$ cat src/rtl/hamming_rx_decoder_pkg.sv
// Shared widths, parity encodings and the decoded-result record for the Hamming(7,4) receiver.
package hamming_rx_decoder_pkg;

   localparam int unsigned CW_W   = 7;
   localparam int unsigned DATA_W = 4;
   localparam int unsigned SYN_W  = 3;
   localparam int unsigned CNT_W  = 16;

   localparam logic PAR_EVEN = 1'b0;
   localparam logic PAR_ODD  = 1'b1;

   // One decoded word as held in the output stage.
   typedef struct packed {
      logic [DATA_W-1:0] data;
      logic [SYN_W-1:0]  syndrome;
      logic              corrected;
   } dec_t;

endpackage

$ cat src/rtl/hamming74_correct.sv
// Combinational Hamming(7,4) syndrome and single-bit correction.
// codeword[k-1] is position k; parity at 1,2,4, data d0..d3 at 3,5,6,7.
module hamming74_correct
   import hamming_rx_decoder_pkg::*;
(
   input  logic [CW_W-1:0]   codeword,
   input  logic              parity_type,
   output logic [DATA_W-1:0] data,
   output logic [SYN_W-1:0]  syndrome,
   output logic              corrected
);

   logic [CW_W-1:0] flip_mask;
   logic [CW_W-1:0] fixed;

   // Syndrome, flip the named position, then pull out the data bits.
   always_comb begin
      syndrome    = '0;
      flip_mask   = '0;
      fixed       = codeword;
      // Odd parity is folded in so a clean odd word also yields syndrome 0.
      syndrome[0] = ^{codeword[0], codeword[2], codeword[4], codeword[6]} ^ parity_type;
      syndrome[1] = ^{codeword[1], codeword[2], codeword[5], codeword[6]} ^ parity_type;
      syndrome[2] = ^{codeword[3], codeword[4], codeword[5], codeword[6]} ^ parity_type;
      if (syndrome != '0) begin
         flip_mask = CW_W'(1) << (syndrome - SYN_W'(1));
      end
      fixed     = codeword ^ flip_mask;
      data      = {fixed[6], fixed[5], fixed[4], fixed[2]};
      corrected = |syndrome;
   end

endmodule

$ cat src/rtl/hamming_rx_decoder.sv
// Two-stage Hamming(7,4) receive decoder with valid/ready on both sides and word/error counters.
module hamming_rx_decoder
   import hamming_rx_decoder_pkg::*;
(
   input  logic              clk,
   input  logic              rst,
   input  logic [CW_W-1:0]   in_codeword,
   input  logic              in_parity_type,
   input  logic              in_valid,
   output logic              in_ready,
   output logic [DATA_W-1:0] out_data,
   output logic [SYN_W-1:0]  out_syndrome,
   output logic              out_corrected,
   output logic              out_valid,
   input  logic              out_ready,
   input  logic              clr_cnt,
   output logic [CNT_W-1:0]  word_cnt,
   output logic [CNT_W-1:0]  err_cnt
);

   logic            s1_valid_q;
   logic [CW_W-1:0] s1_cw_q;
   logic            s1_pt_q;
   logic            s2_valid_q;
   dec_t            s2_q;
   dec_t            dec;
   logic            s2_ready;
   logic            s1_advance;
   logic            in_xfer;
   logic            out_xfer;
   logic [CNT_W-1:0] word_cnt_q;
   logic [CNT_W-1:0] err_cnt_q;

   hamming74_correct u_correct (
      .codeword    (s1_cw_q),
      .parity_type (s1_pt_q),
      .data        (dec.data),
      .syndrome    (dec.syndrome),
      .corrected   (dec.corrected)
   );

   // Handshake: S2 accepts when empty or draining; S1 moves on only into an accepting S2.
   always_comb begin
      s2_ready   = !s2_valid_q || out_ready;
      s1_advance = s1_valid_q && s2_ready;
      in_ready   = !rst && (!s1_valid_q || s1_advance);
      in_xfer    = in_valid && in_ready;
      out_xfer   = s2_valid_q && out_ready;
   end

   // Stage 1: raw codeword and its parity type.
   always_ff @(posedge clk) begin
      if (rst) begin
         s1_valid_q <= 1'b0;
         s1_cw_q    <= '0;
         s1_pt_q    <= PAR_EVEN;
      end else if (in_ready) begin
         s1_valid_q <= in_valid;
         if (in_valid) begin
            s1_cw_q <= in_codeword;
            s1_pt_q <= in_parity_type;
         end
      end
   end

   // Stage 2: decoded result, frozen while the consumer stalls.
   always_ff @(posedge clk) begin
      if (rst) begin
         s2_valid_q <= 1'b0;
         s2_q       <= '0;
      end else if (s2_ready) begin
         s2_valid_q <= s1_valid_q;
         if (s1_valid_q) begin
            s2_q <= dec;
         end
      end
   end

   // Counters: words accepted (wrapping) and corrected words emitted (saturating); clear wins.
   always_ff @(posedge clk) begin
      if (rst || clr_cnt) begin
         word_cnt_q <= '0;
         err_cnt_q  <= '0;
      end else begin
         if (in_xfer) begin
            word_cnt_q <= word_cnt_q + CNT_W'(1);
         end
         if (out_xfer && s2_q.corrected && (err_cnt_q != '1)) begin
            err_cnt_q <= err_cnt_q + CNT_W'(1);
         end
      end
   end

   // Output drive straight from stage 2 registers.
   always_comb begin
      out_valid     = s2_valid_q;
      out_data      = s2_q.data;
      out_syndrome  = s2_q.syndrome;
      out_corrected = s2_q.corrected;
      word_cnt      = word_cnt_q;
      err_cnt       = err_cnt_q;
   end

endmodule

$ cat config.mk
export PLATFORM = sky130hd
export DESIGN_NAME = hamming_rx_decoder
export DESIGN_NICKNAME = d
export VERILOG_FILES = /design/src/rtl/hamming_rx_decoder_pkg.sv /design/src/rtl/hamming74_correct.sv /design/src/rtl/hamming_rx_decoder.sv
export SDC_FILE = /design/constraint.sdc
export NUM_CORES = 1
export LEC_CHECK = 0
export ABC_AREA = 1
export CAP_MARGIN = 10
export CORE_UTILIZATION = 35
export CTS_CLUSTER_DIAMETER = 200
export DETAILED_ROUTE_END_ITERATION = 8
export GPL_TIMING_DRIVEN = 0
export PLACE_DENSITY_LB_ADDON = 0.25
export SETUP_SLACK_MARGIN = 0.1
export SLEW_MARGIN = 20
export SYNTH_ARGS = -nofsm -noshare
export SYNTH_HDL_FRONTEND = slang
export SYNTH_SLANG_ARGS = --single-unit
$ cat constraint.sdc
create_clock -name clk -period 2.9 [get_ports clk]
set_input_delay 0.29 -clock clk [delete_from_list [all_inputs] [get_ports clk]]
set_output_delay 0.29 -clock clk [all_outputs]
set_load 0.02 [all_outputs]
==> results by group <==
Outcome
  • Result of the run: completed

GRT
  • Global route overflow: 0
  • Number of global-route vias before repair: roughly 2400
  • Tot GR Track Use: about 17%
  • Global-route wire length before repair: 10.7 mm
  • Maximum number of pins on one net before global-route repair: 15
  • Initial antenna violation count: 0

Route
  • Vias per std cell: approximately 4.8
  • Wirelength per Cell: 11.9 um
  • Total wire length: 6.33 mm
  • Antenna violation net count after detailed routing: 0
  • Iteration-0 DRC count of the detailed router: 93
  • Number of iterations in the first detailed-routing pass: 4
  • Detailed-route via count: 2558
  • Post-detailed-route DRC marker count: 0

Finish
  • Share of post-route cells with drive strength above 1: around 12%
  • Filler Cells Inserted: 776
  • Total inserted antenna cells: 0
  • Commonest cells after routing, fill and taps aside: sky130_fd_sc_hd__nand2_1 (74), sky130_fd_sc_hd__clkdlybuf4s50_1 (53), sky130_fd_sc_hd__dfxtp_1 (50)
  • Total Nets Final: 449
  • Area taken by flip-flops and latches: 1000 um^2
  • Post-layout util: 47.0%
  • Footprint of the multi-input gates: 1390 um^2
  • Growth of design area from synthesis to finish: 28.7%
  • Leading cell type in the layout, fill and taps excluded: sky130_fd_sc_hd__nand2_1

Floorplan
  • Cell Rows: 31
  • Io pins: 55
  • Overall die area: slightly below 8000 um^2
  • Vertical die dimension: between 80 and 90 um
  • Effective utilization at floorplan: 36.5%
  • Die outline width: 89.2 um
  • Placeable Area: 7290 um^2

Pwr
  • Total power divided by cell area: 420 nW/um^2
  • Fraction of power consumed by sequential logic: 50.1%
  • Static Leak: 1.33 nW
  • Switching fraction of total power: approximately 28%
  • Clock share of power: 33.0%
  • Logic gate share of total power: 17.0%
  • Total internal power: around 1.0 mW
  • Switch Pwr: 395 uW
  • Peak supply drop: between 0.2 and 0.3 mV

Setup path
  • Largest fanout on the critical path: 6
  • Setup crit end kind: flip-flop
  • Worst flop-to-flop path startpoint: s1_cw_q[2]
  • Critical Setup Path Class: flip-flop to flip-flop
  • Delay of the slowest cell on the worst path: 440 ps
  • Data arrival, critical path: 2450 ps
  • Critical-path top delay cell: sky130_fd_sc_hd__dfxtp_1
  • CP cell instances: inv_2 -> nand2_1 -> nand3_1 -> nand2_1 -> nand2_1 -> nand2_2 -> nor2_1 -> ha_1 -> nor2_1 -> nand3_1 -> o21ai_1 -> nand3_1 -> nand2_1 -> inv_1
  • Most Frequent Cell on Critical Path: sky130_fd_sc_hd__nand2_1
  • Launching element type of the critical path: flip-flop
  • Required @ worst endpoint: 3110 ps
  • CP Launch Point: s1_cw_q[2]

Synth
  • FF+latch count, synth: 50
  • Main combinational cell family by area after synthesis: simple AND/OR/NAND/NOR gates
  • Simple-gate share of the synthesized area: 32.8%
  • Multiplexer area fraction after synthesis: 0%
  • Net count after synthesis: 389
  • Netlist cell types: 33
  • Netlist area before placement: roughly 2700 um^2
  • Share of synthesized cell area in full adder, half adder and majority cells: 1.41%
  • Proportion of register bits with asynchronous set or reset after synthesis: 0%
  • Number of enable flip-flop cells after synthesis: 0
  • Commonest register cell after synthesis: sky130_fd_sc_hd__dfxtp_1
  • Mean Syn Cell Area: 7.13 um^2
  • Compound-cell area share of the yosys netlist: 12.3%
  • Synth warnings: 0
  • Synthesized netlist cell count: 373
  • Sequential fraction of the synthesis area: 37.6%
  • Post-synthesis share of cell area spent on xor and xnor gates: 5.60%

STA
  • Peak Freq: 446 MHz
  • Hold Vio Cnt, Final: 0
  • Worst Skew: 5.11 ps
  • Unrepaired setup endpoints after global routing: no
  • Final Max Slew Viols: 0
  • Total negative setup slack: 0 ps
  • Remaining max-slew budget at the tightest pin: 73.5%
  • Fraction of the cycle the final worst path needs: between 70% and 80%
  • Transition time at the pin with the least slew margin: 398 ps
  • Final min period: 2240 ps
  • Number of failing setup endpoints in the final timing report: 0

Clock network
  • Post-CTS Hold Buffers: 0
  • Clock Latency Late Sink: 300 ps
  • Clock-pin slew of the registers on the worst-case setup and hold paths: 90 ps
  • CTS max path bufs: 2
  • Clock Sink Count: 50
  • Clock tree from TritonCTS: done
  • Number of setup buffers added after CTS: 0
  • Cts repair resizes: 0
  • Total clock buffers created by CTS: 5
  • CTS H-tree lvls: 2
  • Clock Tree Root: sky130_fd_sc_hd__clkbuf_8

Worst hold path
  • Startpoint of the tightest hold check path: rst
  • Worst Hold Class: input port to flip-flop

Placement
  • Buffers on Ports: 53
  • HPWL after detailed placement: 4.80 mm
  • GPL Wtd Cong: 0.871

Job
  • Max-cap viol count: 0
routing by layer:
layer,track usage [%],share of wire (%)
met1,21.0,47
met2,30.2,48
met3,3.51,4.4
met4,4.91,1.1
met5,0,0
stage by stage:
stage	instances	instance area, um^2	hold slack, ps	setup WS [ps]	total power [mW]
after global routing	533	3420	195	470	1.51
after CTS	533	3420	186	684	1.46
final	533	3420	200	659	1.44
after global placement	525	3310	460	722	0.974
after floorplan	373	2660	401	984	0.903
after detailed placement	525	3310	467	703	0.979
layout make-up:
| class | instances | area share, % |
|---|---|---|
| Timing Repair Buffer | 53 | 15.5 |
| Inverter | 52 | 5.74 |
| Tap cell | 99 | 3.62 |
| Clock buffer | 8 | 3.22 |
| Buffer | 10 | 2.27 |
| Multi-Input combinational cell | 261 | 40.4 |
| Sequential cell | 50 | 29.2 |
state kept, by name, summed over array words and instances, names as in the netlist:
name           count
out_corrected      1
s1_cw_q            7
out_data           4
out_valid          1
out_syndrome       3
word_cnt          16
err_cnt           16
s1_valid_q         1
s1_pt_q            1
synthesized netlist by cell type, types with 3 or more instances:
cell | number | area share, %
sky130_fd_sc_hd__a211oi_1 | 3 | 0.85
sky130_fd_sc_hd__a21oi_1 | 22 | 4.1
sky130_fd_sc_hd__a21oi_2 | 8 | 2.6
sky130_fd_sc_hd__a31oi_1 | 3 | 0.71
sky130_fd_sc_hd__buf_2 | 5 | 0.94
sky130_fd_sc_hd__buf_6 | 3 | 1.3
sky130_fd_sc_hd__dfxtp_1 | 50 | 38
sky130_fd_sc_hd__ha_1 | 3 | 1.4
sky130_fd_sc_hd__inv_1 | 48 | 6.8
sky130_fd_sc_hd__inv_2 | 3 | 0.42
sky130_fd_sc_hd__nand2_1 | 74 | 10
sky130_fd_sc_hd__nand2_2 | 11 | 2.6
sky130_fd_sc_hd__nand3_1 | 29 | 5.5
sky130_fd_sc_hd__nand3_2 | 3 | 1.1
sky130_fd_sc_hd__nand4_1 | 5 | 1.2
sky130_fd_sc_hd__nor2_1 | 38 | 5.4
sky130_fd_sc_hd__nor2_2 | 3 | 0.71
sky130_fd_sc_hd__nor3_1 | 13 | 2.4
sky130_fd_sc_hd__nor3_2 | 3 | 1.1
sky130_fd_sc_hd__o21ai_0 | 16 | 3.0
sky130_fd_sc_hd__xnor2_1 | 10 | 3.3
sky130_fd_sc_hd__xor2_1 | 7 | 2.3
power groups by stage:
stage               registers, mW  logic (mW)  clock network, mW
detailed placement          0.736       0.242                  0
finish                      0.720       0.244              0.474
global placement            0.736       0.238                  0
CTS                         0.720       0.243              0.494
global route                0.723       0.275              0.516
floorplan                   0.747       0.156                  0
path summary, 6_finish.rpt:
kind / depth (start not counted) / endpoint / slack, ps
worst min-delay path: 2 / out_valid / 200
worst max register to register: 14 / out_data[1] / 660
worst min register to register: 2 / s1_cw_q[0] / 480
worst max-delay path: 14 / out_data[1] / 660
logic make-up (layout without fill, tap and decap cells):
group	Yosys count	count (layout)
adder cells (fa/ha/maj)	3	3
XOR/XNOR	17	17
buffers and inverters	62	123
AND/OR/NAND/NOR	185	185
flip-flops	50	50
AO/OA/AOI/OAI	56	56
critical path: cells and delay by family, from the launching register on:
family	cells	cell delay, ps
flops	1	440
fa+ha+maj	1	290
compound gates	1	150
simple gates	10	1140
buf+inv	2	130
Note: power is estimated with default switching activity, not from simulation.
